File: config.mk
export PLATFORM = sky130hd
export DESIGN_NAME = alu_issue_ctrl
export DESIGN_NICKNAME = d
export VERILOG_FILES = /design/src/rtl/alu_issue_ctrl.sv
export SDC_FILE = /design/constraint.sdc
export NUM_CORES = 1
export LEC_CHECK = 0
export ABC_AREA = 1
export BUFFER_PORTS_ARGS = -buffer_cell sky130_fd_sc_hd__buf_4
export CAP_MARGIN = 40
export CORE_ASPECT_RATIO = 2
export CORE_MARGIN = 4
export CORE_UTILIZATION = 30
export DETAILED_ROUTE_END_ITERATION = 10
export MAX_ROUTING_LAYER = met4
export PLACE_DENSITY = 0.46
export SYNTH_ARGS = -nofsm -noshare
export SYNTH_HDL_FRONTEND = slang
export SYNTH_SLANG_ARGS = --single-unit
export TNS_END_PERCENT = 20
File: constraint.sdc
create_clock -name clk -period 3.61 [get_ports clk]
set_clock_uncertainty 0.2 [all_clocks]
set_input_delay 0.5415 -clock clk [delete_from_list [all_inputs] [get_ports clk]]
set_output_delay 0.5415 -clock clk [all_outputs]
set_load 0.1 [all_outputs]
File: src/rtl/alu_issue_ctrl.sv
// Issue/writeback controller for a 16-bit external ALU (Ain, Bin, ALUop -> out, Z).
// Holds an 8-entry register file, decodes one instruction per handshake, stages
// shifted operands into the ALU, captures its result and writes it back with
// Z/N/V status.
// Handshake: an instruction transfers on a rising edge where instr_valid and
// instr_ready are both high; instr_ready is high only in IDLE (and never while
// reset_n is low), instr is ignored otherwise and nothing is queued.
module alu_issue_ctrl #(
  parameter int DATA_W = 16,
  parameter int IMM_W  = 8
) (
  input  logic              clk,
  input  logic              reset_n,
  input  logic [15:0]       instr,
  input  logic              instr_valid,
  output logic              instr_ready,
  output logic              done,
  output logic              err,
  output logic [DATA_W-1:0] alu_ain,
  output logic [DATA_W-1:0] alu_bin,
  output logic [1:0]        alu_op,
  input  logic [DATA_W-1:0] alu_out,
  input  logic              alu_z,
  output logic [2:0]        status,
  input  logic [2:0]        dbg_addr,
  output logic [DATA_W-1:0] dbg_data,
  output logic [2:0]        dbg_state
);

  typedef enum logic [2:0] {
    S_IDLE = 3'd0,
    S_RDA  = 3'd1,
    S_RDB  = 3'd2,
    S_EXEC = 3'd3,
    S_WB   = 3'd4
  } state_t;

  localparam logic [1:0] OP_ADD = 2'b00;
  localparam logic [1:0] OP_CMP = 2'b01;

  state_t state, state_next;

  logic [DATA_W-1:0] rf [8];
  logic [DATA_W-1:0] a_q, c_q, ain_q, bin_q;
  logic [1:0]        op_q, f_op, f_sh;
  logic [2:0]        f_rn, f_rd, f_rm;
  logic              f_movr;
  logic              flag_v, flag_n, flag_z;
  logic              quick_done, quick_err;

  // Instruction field decode of the word currently offered
  logic [2:0]        opc;
  logic              is_alu, is_movi, is_movr, is_ill, accept;
  logic [DATA_W-1:0] imm_sext, rm_shifted, rm_val;
  logic              ovf;

  // Shift unit applied to the second source operand
  function automatic logic [DATA_W-1:0] shift_op(input logic [DATA_W-1:0] x,
                                                 input logic [1:0] sh);
    case (sh)
      2'b01:   shift_op = {x[DATA_W-2:0], 1'b0};
      2'b10:   shift_op = {1'b0, x[DATA_W-1:1]};
      2'b11:   shift_op = {x[DATA_W-1], x[DATA_W-1:1]};
      default: shift_op = x;
    endcase
  endfunction

  // Decode, operand shaping and signed-overflow detection
  always_comb begin
    opc        = instr[15:13];
    is_alu     = (opc == 3'b101);
    is_movi    = (opc == 3'b110) && (instr[12:11] == 2'b10);
    is_movr    = (opc == 3'b110) && (instr[12:11] == 2'b00);
    is_ill     = !(is_alu || is_movi || is_movr);
    accept     = instr_valid && instr_ready;
    imm_sext   = {{(DATA_W-IMM_W){instr[IMM_W-1]}}, instr[IMM_W-1:0]};
    rm_val     = rf[f_rm];
    rm_shifted = shift_op(rm_val, f_sh);
    ovf        = 1'b0;
    if (op_q == OP_ADD)
      ovf = (ain_q[DATA_W-1] == bin_q[DATA_W-1]) && (alu_out[DATA_W-1] != ain_q[DATA_W-1]);
    else if (op_q == OP_CMP)
      ovf = (ain_q[DATA_W-1] != bin_q[DATA_W-1]) && (alu_out[DATA_W-1] != ain_q[DATA_W-1]);
  end

  // State register
  always_ff @(posedge clk) begin
    if (!reset_n) state <= S_IDLE;
    else          state <= state_next;
  end

  // Next-state logic: only register-sourced instructions leave IDLE
  always_comb begin
    state_next = state;
    case (state)
      S_IDLE:  if (accept && (is_alu || is_movr)) state_next = S_RDA;
      S_RDA:   state_next = S_RDB;
      S_RDB:   state_next = S_EXEC;
      S_EXEC:  state_next = S_WB;
      S_WB:    state_next = S_IDLE;
      default: state_next = S_IDLE;
    endcase
  end

  // Output logic: handshake, retire pulse and observability
  always_comb begin
    instr_ready = reset_n && (state == S_IDLE);
    done        = quick_done || (state == S_WB);
    err         = quick_err;
    alu_ain     = ain_q;
    alu_bin     = bin_q;
    alu_op      = op_q;
    status      = {flag_v, flag_n, flag_z};
    dbg_data    = rf[dbg_addr];
    dbg_state   = state;
  end

  // Datapath: field latch, operand staging, result capture, writeback.
  // ALU drive registers load on entry to EXEC so they hold between instructions.
  always_ff @(posedge clk) begin
    if (!reset_n) begin
      for (int i = 0; i < 8; i++) rf[i] <= '0;
      a_q        <= '0;
      c_q        <= '0;
      ain_q      <= '0;
      bin_q      <= '0;
      op_q       <= OP_ADD;
      f_op       <= OP_ADD;
      f_sh       <= '0;
      f_rn       <= '0;
      f_rd       <= '0;
      f_rm       <= '0;
      f_movr     <= 1'b0;
      flag_v     <= 1'b0;
      flag_n     <= 1'b0;
      flag_z     <= 1'b0;
      quick_done <= 1'b0;
      quick_err  <= 1'b0;
    end else begin
      quick_done <= 1'b0;
      quick_err  <= 1'b0;
      case (state)
        S_IDLE: begin
          if (accept) begin
            f_op   <= instr[12:11];
            f_rn   <= instr[10:8];
            f_rd   <= instr[7:5];
            f_sh   <= instr[4:3];
            f_rm   <= instr[2:0];
            f_movr <= is_movr;
            if (is_movi) begin
              rf[instr[10:8]] <= imm_sext;
              quick_done      <= 1'b1;
            end else if (is_ill) begin
              quick_done <= 1'b1;
              quick_err  <= 1'b1;
            end
          end
        end
        S_RDA: a_q <= f_movr ? '0 : rf[f_rn];
        S_RDB: begin
          ain_q <= a_q;
          bin_q <= rm_shifted;
          op_q  <= f_movr ? OP_ADD : f_op;
        end
        S_EXEC: begin
          c_q <= alu_out;
          if (!f_movr) begin
            flag_z <= alu_z;
            flag_n <= alu_out[DATA_W-1];
            flag_v <= ovf;
          end
        end
        S_WB: begin
          if (f_movr || (f_op != OP_CMP)) rf[f_rd] <= c_q;
        end
        default: ;
      endcase
    end
  end

endmodule

Yosys cells after proc, flatten, opt, wreduce, memory -nomap -nowiden
Memory sizes are Yosys's and may differ from the RTL's. A register that Yosys moved wholly into a read port is not among the register bits.
Index checks and enable logic that the tools add are counted.
{"block": "word_totals", "reg_bits": 88, "mem_bits_rw": 128, "input_bits": 39, "wordCells": 88, "n_memories": 1}
{"name": "rf", "depth": 8, "width": 16, "read_ports": 3, "rd_clocked_by_memory_dff": 2, "wr": 8, "line": "43", "rtl": "logic [DATA_W-1:0] rf [8];"}
{"block": "op_classes", "eq_ne": 16, "muxes": 29, "bitwise_logic": 4, "reduce_logical": 21}
{"operator": "$mux W16", "n": 3}
{"operator": "$pmux W16 S3", "n": 1}
{"operator": "$reduce_or A16 Y1", "n": 2}
{"operator": "$mux W3", "n": 7}
{"operator": "$mux W1", "n": 16}
{"operator": "$pmux W3 S4", "n": 1}
{"operator": "$eq A3 B3 Y1 const B", "n": 3}
{"operator": "$logic_and A1 B1 Y1", "n": 7}
{"operator": "$eq A2 B2 Y1 const B", "n": 3}
{"operator": "$eq A3 B2 Y1 const B", "n": 2}
{"operator": "$logic_or A1 B1 Y1", "n": 5}
{"operator": "$eq A2 B1 Y1 const B", "n": 2}
{"operator": "$logic_not A2 Y1", "n": 2}
{"operator": "$not A1 Y1", "n": 4}
{"operator": "$reduce_and A2 Y1", "n": 2}
{"operator": "$reduce_or A4 Y1", "n": 1}
{"operator": "$eq A3 B1 Y1 const B", "n": 1}
{"operator": "$logic_not A3 Y1", "n": 1}
{"operator": "$reduce_and A3 Y1", "n": 1}
{"operator": "$mux W2", "n": 1}
{"operator": "$ne A1 B1 Y1", "n": 2}
{"operator": "$ne A2 B1 Y1 const B", "n": 1}
{"operator": "$ne A2 B2 Y1 const B", "n": 1}
{"operator": "$eq A1 B1 Y1", "n": 1}

Longest topological paths before layout
Gate-level depths: netlist of run 1.
{"block": "depth", "depth_word": 10, "depth_mapped": 11, "ltp_nobuf": 8}

Least setup slack after synthesis of run 1
No wires, ideal clock.
{"block": "synth_path", "path_kind": "input to output", "start": "input port dbg_addr[0]", "end": "output port dbg_data[2]", "arrival_ns": 2.847, "setup_slack_ns": 0.021, "stages": 4, "path_buffers": 2, "path_cell_list": "clkbuf_1 clkbuf_1 o21ai_0 a31oi_1"}
{"block": "synth_between", "elab_chain_cells": 1}
{"element": "from (decl)", "line": "25", "rtl": "input logic [2:0] dbg_addr,"}
{"element": "$mem_v2 Z8 W16"}
{"element": "to (decl)", "line": "26", "rtl": "output logic [DATA_W-1:0] dbg_data,"}
Every way passes these cells.

Worst setup path after layout of run 1
{"block": "layout_path", "start": "input port dbg_addr[0]", "end": "output port dbg_data[3]"}
Same word-level chain as after synthesis.

==> results of run 1 <==
==> power groups by stage <==
stage	combinational [W]	sequential [W]	clock, W
final	0.00218	0.00297	0.00263
after global routing	0.00232	0.00299	0.00277
after CTS	0.00219	0.00297	0.00268
after floorplan	0.00106	0.00344	0
after global placement	0.00217	0.00302	0
after detailed placement	0.00219	0.00302	0
==> per-stage QoR <==
stage | power, W | util (%) | std cells | hold slack, ps | setup slack (ps)
floorplan | 0.00449 | - | 1613 | 225 | 21.5
global placement | 0.00519 | 33.3 | 2155 | 255 | 533
detailed placement | 0.00521 | 33.4 | 2158 | 260 | 514
CTS | 0.00783 | 35.5 | 2200 | 12.9 | 517
global route | 0.00808 | 35.5 | 2200 | 26.6 | 341
finish | 0.00777 | 35.5 | 2200 | 28.8 | 496
==> layer usage <==
metal | wire length (µm) | track usage (%)
met5 | 0 | -
met4 | 3830 | 14.6
met3 | 2490 | 1.95
met2 | 24400 | 38.5
met1 | 18600 | 26.1
==> area by class of cell <==
class	count	area [µm²]	area share, %
Inverter	152	571	4.07
Clock inverter	13	156	1.11
Timing Repair Buffer	130	1020	7.28
Multi-Input combinational cell	1129	5230	37.2
Sequential cell	222	5730	40.8
Tap cell	525	657	4.68
Clock buffer	29	671	4.78
==> how the worst max path moves through the flow <==
| stage | from | end | slack [ps] | cells after the start |
|---|---|---|---|---|
| floorplan | dbg_addr[0] | dbg_data[2] | 20 | 4 |
| global placement | dbg_addr[0] | dbg_data[6] | 530 | 7 |
| detailed placement | dbg_addr[0] | dbg_data[6] | 510 | 7 |
| CTS | dbg_addr[0] | dbg_data[6] | 520 | 7 |
| global route | dbg_addr[0] | dbg_data[2] | 340 | 7 |
| finish | dbg_addr[0] | dbg_data[3] | 500 | 7 |
==> state kept, by name, indices dropped and copies added, names as in the netlist, named ones only <==
register / count
flag_z: 1
quick_done: 1
f_op: 2
rf: 128
alu_ain: 16
err: 1
flag_n: 1
c_q: 16
f_rn: 3
f_sh: 2
f_rd: 3
f_movr: 1
f_rm: 3
a_q: 16
alu_bin: 16
dbg_state: 3
alu_op: 2
flag_v: 1
==> cells by family (layout without fill, tap and decap cells) <==
group / after synthesis / count (layout) / synth area share (%)
AO/OA/AOI/OAI: 354 / 354 / 15.6
buffers and inverters: 262 / 324 / 8.84
AND/OR/NAND/NOR: 773 / 773 / 27.7
XOR/XNOR: 2 / 2 / 0.146
flip-flops: 222 / 222 / 47.7
==> critical path, cell delays in order <==
cell     delay (ps)
buf_4           220
inv_2           640
o21ai_0         220
nand2_1         100
nor2_1           50
a31oi_1         230
buf_4           330
==> cell usage in the layout (no fill, tap or decap), drive strengths merged <==
master    instances
a21oi           139
dfxtp            94
nand4             2
nand3           189
buf             130
o21a              2
a211oi            1
nor3b             1
a21o              1
o211ai           16
inv             156
xnor2             2
nand2           272
a31oi            16
edfxtp          128
clkinv            4
or2               8
and3b             1
nor3              4
o21ai           179
clkbuf           29
bufinv            3
clkinvlp          2
nor2            296
==> reports/results.ini, run 1 <==
[synthesis]
yosys_most_used_dff=edfxtp_1
yosysWarnings=0
syn_nets=1652
yosysTopAreaCellShare_pct=32.0
ys_ff_latch=222
yosysMostFrequentCell=nor2_1
ys_seq_area_share_pct=47.7
synthCells=1613
synth.area.top_cells=edfxtp_1 32%, dfxtp_1 16%, nor2_1 9.0%
synth_area_leader_cell=edfxtp_1
synth.top_cells.by_count=288 x nor2_1, 260 x nand2_1, 188 x nand3_1
async_reset_ff_share_pct=0
avgSynthCellArea_um2=7.44
syn_area_um2=12000
ys_types=35
synth-edff-count=128

[die]
dieArea_um2=43500
rows=103
die_y_um=291
core_region_area_um2=39600
num_io_pins=98
start_util_pct=30.3
die_w_um=149

[placed_design]
place_congestion=0.924
placed_cell_area_um2=13200
dp_hpwl_mm=35.8
io_buffers=97

[grt]
first_global_vias=10697
globalRouteTotalUtil_pct=23.0
overflow=0
grt_max_degree=97
grt_pass1_wl_mm=72.0
grt_antenna_before_repair=0

[critical_path]
r2r_setup_slack_ps=940
r2r-end=alu_bin[13]$_SDFFE_PN0P_
startpoint_type=input port
cp-end-kind=output port
worst-path-max-fanout=61
crit_type=input port to output port
worstPathArrival_ps=2370
rr_worst_depth=9
cp.required_ps=2870

[hold_path]
holdPathStages=3
hold_path_end=c_q[13]$_SDFFE_PN0P_
min-delay-start=alu_out[13]
holdCritPathClass=input port to flop

[power_and_ir_drop]
switchingPower_w=0.00289
p_leak_nw=6.01
internal-power_w=0.00488
p_seq_share_pct=38.2
power.ir.vdd_worst_mv=0.305
switching_share_pct=37.2
clkPwrFrac_pct=33.8
power.density_nw_per_um2=554
combPwrFrac_pct=28.0

[sta]
min_period_ps=3110
setup_viol_count_final=0
finalCritPeriodShare_pct=86.2
fmax_mhz=321
worstMarginPinSlew_ps=919
slew_headroom_pct=38.7
hold_viol=0
rsz0062_at_grt=no
report.final.slew_viol_count=0
tns_ps=0

[finish]
drive_above_1_share_pct=12.9
n_antenna_cell=0
area_growth_syn_to_layout_pct=16.8
fin_nets=1697
fin_area_um2=14000
fill_cells=4232

[clock_tree]
clockRootBuffer=clkbuf_16
cts_tree=yes
holdBufCountCts=0
cts-buffers-inserted=23
clkSlewWorstSetupHoldPaths_ps=60
cts.sinks=222
cts_resized=0
clockBufferDepth=3
clk_latency_ps=540
cts-htree-levels=1
postCtsSetupBuffers=0

[route]
vias=11204
wirelength_mm=49.3
drt_first_pass_iters=5
avgRoutedWirePerCell_um=22.4
viasPerCell=5.09
drtIter0Drc=1030
post-route-drc-count=0
antenna_left=0

[outcome]
run_status=completed

[job]
cap_violations=0

No activity file was read; power rests on OpenSTA's default activity.
==> inputs of run 2 (changes only) <==
--- a/config.mk
+++ b/config.mk
@@ -9,8 +9,9 @@
 export BUFFER_PORTS_ARGS = -buffer_cell sky130_fd_sc_hd__buf_4
 export CAP_MARGIN = 40
 export CORE_ASPECT_RATIO = 2
-export CORE_MARGIN = 4
+export CORE_MARGIN = 10
 export CORE_UTILIZATION = 30
+export CTS_BUF_LIST = sky130_fd_sc_hd__clkbuf_2 sky130_fd_sc_hd__clkbuf_4 sky130_fd_sc_hd__clkbuf_8
 export DETAILED_ROUTE_END_ITERATION = 10
 export MAX_ROUTING_LAYER = met4
 export PLACE_DENSITY = 0.46
==> reports/results.ini, run 2 (synthesis results as in run 1) <==
[sta]
rsz0062_at_grt=no  ; unchanged
report.final.slew_viol_count=0  ; unchanged
min_period_ps=2950  ; was 3110 ps
finalCritPeriodShare_pct=81.9  ; was 86.2%
worstMarginPinSlew_ps=930  ; was 919 ps
fmax_mhz=338  ; was 321 MHz
hold_viol=0  ; unchanged
slew_headroom_pct=38.0  ; was 38.7%
setup_viol_count_final=0  ; unchanged
tns_ps=0  ; unchanged
setup_slack_ps=655  ; was 496 ps
holdWs_ps=32.7  ; was 28.8 ps

[critical_path]
path_cells=buf_4, inv_2, buf_12, o21ai_0, nand2_1, nor2_1, a31oi_1, buf_4  ; was buf_4, inv_2, o21ai_0, nand2_1, nor2_1, a31oi_1, buf_4
r2r_setup_slack_ps=870  ; was 940 ps
worstPathArrival_ps=2210  ; was 2370 ps
crit_start=dbg_addr[0]  ; unchanged
startpoint_type=input port  ; unchanged
timing.rr.start=dbg_state[0]$_SDFFE_PN0P_
cp-end-kind=output port  ; unchanged
crit_type=input port to output port  ; unchanged
cp.buffers_inverters=4  ; was 3
crit_path_frequent_cell=buf_4  ; unchanged
cp_slowest_stage_delay_ps=360  ; was 640 ps
worst-path-max-fanout=34  ; was 61
cp.required_ps=2870  ; about the same
critPathSlowestCell=buf_4  ; was inv_2
critPathTopFamily=buffers and inverters  ; unchanged

[clock_tree]
cts.sinks=222  ; unchanged
cts_tree=yes  ; unchanged
clockBufferDepth=3  ; unchanged
cts-buffers-inserted=34  ; was 23
cts_resized=0  ; unchanged
cts-htree-levels=2  ; was 1
clk_latency_ps=550  ; was 540 ps
clkSlewWorstSetupHoldPaths_ps=60  ; about the same
clockRootBuffer=clkbuf_8  ; was clkbuf_16

[power_and_ir_drop]
switchingPower_w=0.00281  ; was 0.00289 W
clkPwrFrac_pct=29.1  ; was 33.8%
power.density_nw_per_um2=520  ; was 554 nW/µm²
p_leak_nw=5.97  ; was 6.01 nW
internal-power_w=0.00443  ; was 0.00488 W
p_seq_share_pct=40.9  ; was 38.2%
power.ir.vdd_worst_mv=0.208  ; was 0.305 mV
combPwrFrac_pct=29.9  ; was 28.0%
switching_share_pct=38.8  ; was 37.2%
p_total_w=0.00724  ; was 0.00777 W

[outcome]
run_status=completed  ; unchanged

[grt]
overflow=0  ; unchanged
globalRouteTotalUtil_pct=19.7  ; was 23.0%
first_global_vias=11095  ; was 10.7k
grt_max_degree=97  ; unchanged
grt_antenna_before_repair=1  ; was 0
grt_pass1_wl_mm=71.1  ; was 72.0 mm

[finish]
top_register=rf  ; unchanged
final_cell_mix=288 x nor2_1, 260 x nand2_1, 188 x nand3_1  ; unchanged
largest_reg_flops=128  ; unchanged
drive_above_1_share_pct=13.6  ; was 12.9%
regArea_um2=5730  ; unchanged
fill_cells=4285  ; was 4232
finish.utilization_pct=35.2  ; was 35.5%
layout_commonest_cell=nor2_1  ; unchanged
area_growth_syn_to_layout_pct=16.0  ; was 16.8%
multi_input_area_um2=5230  ; unchanged
fin_nets=1711  ; was 1697

[die]
rows=103  ; unchanged
dieArea_um2=48900  ; was 43500 µm²
die_w_um=161  ; was 149 µm
die_y_um=303  ; was 291 µm
core_region_area_um2=39600  ; unchanged
num_io_pins=98  ; unchanged
start_util_pct=30.3  ; unchanged

[route]
avgRoutedWirePerCell_um=21.6  ; was 22.4 µm
antenna_left=0  ; unchanged
vias=11212  ; about the same
post-route-drc-count=0  ; unchanged
drt_first_pass_iters=5  ; unchanged
wirelength_mm=48.0  ; was 49.3 mm
viasPerCell=5.04  ; was 5.09
drtIter0Drc=705  ; was 1030

[placed_design]
dp_hpwl_mm=35.7  ; was 35.8 mm
place_ws_ps=624  ; was 514 ps
place_congestion=0.921  ; was 0.924
io_buffers=97  ; unchanged

[job]
cap_violations=0  ; unchanged

[hold_path]
min-delay-start=alu_out[0]  ; was alu_out[13]
holdCritPathClass=input port to flop  ; unchanged

[run 2: path summary, 6_finish.rpt]
path	depth (start not counted)	end
max	8	dbg_data[1]
min	3	c_q[0]$_SDFFE_PN0P_
max reg2reg	9	rf[2][7]$_SDFFCE_PN0P_
min reg2reg	2	flop
[run 2: cell type report]
type	instances	share of cell area, %
Sequential cell	222	41.1
Multi-Input combinational cell	1129	37.5
Timing Repair Buffer	133	7.67
Tap cell	525	4.72
Clock buffer	49	4.39
Inverter	152	4.10
Clock inverter	12	0.440
Antenna cell	1	0.0180
[run 2: tightest hold or removal path, stage by stage]
cell,delay [ps]
buf_4,80
nor2_1,30
nor2_1,80
[run 2: per-stage QoR]
step | area, µm² | cells
after floorplan | 12000 | 1613
after global placement | 13100 | 2152
after detailed placement | 13200 | 2157
after CTS | 13900 | 2222
after global routing | 13900 | 2223
final | 13900 | 2223
[run 2: power groups by stage]
stage / clock (W) / combinational (W) / sequential (W)
6_report: 0.00211 / 0.00217 / 0.00296
5_1_grt: 0.00229 / 0.00232 / 0.00298
4_1_cts: 0.00218 / 0.00219 / 0.00296
3_5_place_dp: 0 / 0.00218 / 0.00302
3_3_place_gp: 0 / 0.00216 / 0.00301
2_1_floorplan: 0 / 0.00106 / 0.00344
[run 2: metal layers]
layer  global-route usage (%)  vias up  routed length (µm)
met5                        -        -                   0
met4                     10.8        0                2630
met3                     2.38       82                2270
met2                     34.0      410               24700
met1                     21.7     5266               18400
li1                         -     5454                   -
[run 2: timing repair]
| action | in CTS | in global routing |
|---|---|---|
| hold buffers | 4 | 0 |
| endpoints found under the setup margin | 0 | 0 |
| hold endpoints to repair | 4 | 0 |
| buffers inserted | 0 | 0 |
==> inputs of run 3 (changes only) <==
==> constraint.sdc (replaced) <==
create_clock -name clk -period 3.09 [get_ports clk]
set_clock_uncertainty 0.2 [all_clocks]
set_input_delay 0.4635 -clock clk [delete_from_list [all_inputs] [get_ports clk]]
set_output_delay 0.4635 -clock clk [all_outputs]
set_load 0.1 [all_outputs]
==> reports/results.ini, run 3 (synthesis results as in run 1) <==
[clock_tree]
cts.sinks=222  ; unchanged
cts_tree=yes  ; unchanged
cts-buffers-inserted=35  ; was 34
postCtsSetupBuffers=0  ; unchanged
clkSlewWorstSetupHoldPaths_ps=70  ; was 60 ps
clockRootBuffer=clkbuf_8  ; unchanged
clockBufferDepth=3  ; unchanged
cts-htree-levels=2  ; unchanged
clk_latency_ps=560  ; was 550 ps

[die]
die_w_um=161  ; unchanged
core_region_area_um2=39600  ; unchanged
die_y_um=303  ; unchanged
rows=103  ; unchanged
dieArea_um2=48900  ; unchanged
num_io_pins=98  ; unchanged
start_util_pct=30.3  ; unchanged

[finish]
fill_cells=4258  ; was 4285
area_growth_syn_to_layout_pct=18.2  ; was 16.0%
top_register=rf  ; unchanged
multi_input_area_um2=5240  ; was 5230 µm²
final_cell_mix=288 x nor2_1, 260 x nand2_1, 188 x nand3_1  ; unchanged
largest_reg_flops=128  ; unchanged
layout_commonest_cell=nor2_1  ; unchanged
drive_above_1_share_pct=14.2  ; was 13.6%
finalNonFillerCells=2250  ; was 2223
regArea_um2=5730  ; unchanged
fin_nets=1737  ; was 1711
finish.utilization_pct=35.9  ; was 35.2%

[power_and_ir_drop]
p_leak_nw=6.10  ; was 5.97 nW
power.density_nw_per_um2=618  ; was 520 nW/µm²
power.ir.vdd_worst_mv=0.290  ; was 0.208 mV
combPwrFrac_pct=29.9  ; about the same
switchingPower_w=0.00342  ; was 0.00281 W
clkPwrFrac_pct=30.6  ; was 29.1%
p_seq_share_pct=39.4  ; was 40.9%
switching_share_pct=39.0  ; was 38.8%
p_total_w=0.00877  ; was 0.00724 W
internal-power_w=0.00535  ; was 0.00443 W

[critical_path]
path_cells=buf_4, buf_4, o21ai_0, nand2_1, nor2_1, a31oi_2, buf_4  ; was buf_4, inv_2, buf_12, o21ai_0, nand2_1, nor2_1, a31oi_1, buf_4
critPathSlowestCell=buf_4  ; unchanged
crit_end=dbg_data[2]  ; was dbg_data[1]
r2r-end=rf[2][4]$_SDFFCE_PN0P_  ; was rf[2][7]$_SDFFCE_PN0P_
worst-path-max-fanout=52  ; was 34
worstPathArrival_ps=2150  ; was 2210 ps
rr_worst_depth=7  ; was 9
cp_slowest_stage_delay_ps=480  ; was 360 ps
timing.rr.start=dbg_state[0]$_SDFFE_PN0P_  ; unchanged
crit_type=input port to output port  ; unchanged
cp.required_ps=2430  ; was 2870 ps
crit_start=dbg_addr[0]  ; unchanged
cp-end-kind=output port  ; unchanged
cp.buffers_inverters=3  ; was 4
critPathTopFamily=buffers and inverters  ; unchanged
startpoint_type=input port  ; unchanged
r2r_setup_slack_ps=520  ; was 870 ps
crit_path_frequent_cell=buf_4  ; unchanged
cp_num_cells=7  ; was 8

[route]
wirelength_mm=51.4  ; was 48.0 mm
viasPerCell=5.03  ; was 5.04
drt_first_pass_iters=5  ; unchanged
antenna_left=0  ; unchanged
vias=11322  ; was 11.2k
post-route-drc-count=0  ; unchanged
avgRoutedWirePerCell_um=22.8  ; was 21.6 µm
drtIter0Drc=843  ; was 705

[grt]
overflow=0  ; unchanged
grt_max_degree=65  ; was 97
grt_pass1_wl_mm=74.7  ; was 71.1 mm
grt_antenna_before_repair=1  ; unchanged
globalRouteTotalUtil_pct=21.2  ; was 19.7%
first_global_vias=11060  ; about the same

[sta]
rsz0062_at_grt=no  ; unchanged
worstMarginPinSlew_ps=747  ; was 930 ps
fmax_mhz=355
setup_slack_ps=276  ; was 655 ps
slew_headroom_pct=50.0  ; was 38.0%
tns_ps=0  ; unchanged
hold_viol=0  ; unchanged
min_period_ps=2810
report.final.slew_viol_count=0  ; unchanged
finalCritPeriodShare_pct=91.1
setup_viol_count_final=0  ; unchanged

[placed_design]
io_buffers=97  ; unchanged
dp_hpwl_mm=38.5  ; was 35.7 mm
place_ws_ps=309  ; was 624 ps
place_congestion=0.983  ; was 0.921
place_inst=2165  ; was 2157

[hold_path]
holdCritPathClass=input port to flop  ; unchanged

[job]
cap_violations=0  ; unchanged

[outcome]
run_status=completed  ; unchanged

==> run 3: timing repair <==
| item | 4_1_cts | 5_1_grt |
|---|---|---|
| hold buffers | 21 | 0 |
| gates resized for setup | 0 | 0 |
| endpoints found under the setup margin | 0 | 0 |
| hold endpoints to repair | 27 | 0 |
==> run 3: worst min-delay path by stage <==
stage	start	to	slack, ps	depth (start not counted)
after global placement	f_rm[1]$_SDFFE_PN0P_	f_rm[1]$_SDFFE_PN0P_	260	2
after CTS	instr[12]	f_op[1]$_SDFFE_PN0P_	0.4	3
after detailed placement	a_q[11]$_SDFFE_PN0P_	a_q[11]$_SDFFE_PN0P_	260	2
after floorplan	c_q[15]$_SDFFE_PN0P_	c_q[15]$_SDFFE_PN0P_	220	2
after global routing	instr[12]	quick_done$_SDFF_PN0_	20	3
final	alu_out[15]	flag_n$_SDFFE_PN0P_	30	3
==> run 3: layout make-up <==
| class | count | area share [%] |
|---|---|---|
| diodes | 1 | 0.0176 |
| clock buffers | 52 | 4.56 |
| clock inverters | 11 | 0.661 |
| inverters | 152 | 4.02 |
| multi-input cells | 1129 | 36.9 |
| flip-flops and latches | 222 | 40.4 |
| well taps | 525 | 4.63 |
| repair buffers | 158 | 8.82 |
==> run 3: worst reg2reg max path: cells and delay by family (launching register included) <==
kind / cells / cell delay (ps)
flip-flops: 1 / 390
AND/OR/NAND/NOR: 7 / 1580
==> run 3: power groups by stage <==
| stage | Sequential [W] | Combinational [W] | Clock (W) |
|---|---|---|---|
| 2_1_floorplan | 0.00401 | 0.00124 | 0 |
| 3_3_place_gp | 0.00352 | 0.00261 | 0 |
| 3_5_place_dp | 0.00352 | 0.00262 | 0 |
| 4_1_cts | 0.00346 | 0.00264 | 0.00275 |
| 5_1_grt | 0.00348 | 0.00279 | 0.00286 |
| 6_report | 0.00346 | 0.00263 | 0.00268 |
==> run 3: per-stage QoR <==
step	hold WS [ps]	area [µm²]
CTS	0.368	14200
global placement	255	13200
detailed placement	260	13200
floorplan	225	12000
global route	24.3	14200
finish	33.5	14200
==> run 3: per-layer routing <==
layer | vias to the layer above | track usage (%) | share of wire [%]
li1 | 5516 | - | -
met1 | 5263 | 22.4 | 37
met2 | 426 | 35.4 | 49
met3 | 117 | 2.23 | 4.6
met4 | 0 | 16.7 | 8.9
met5 | - | - | 0
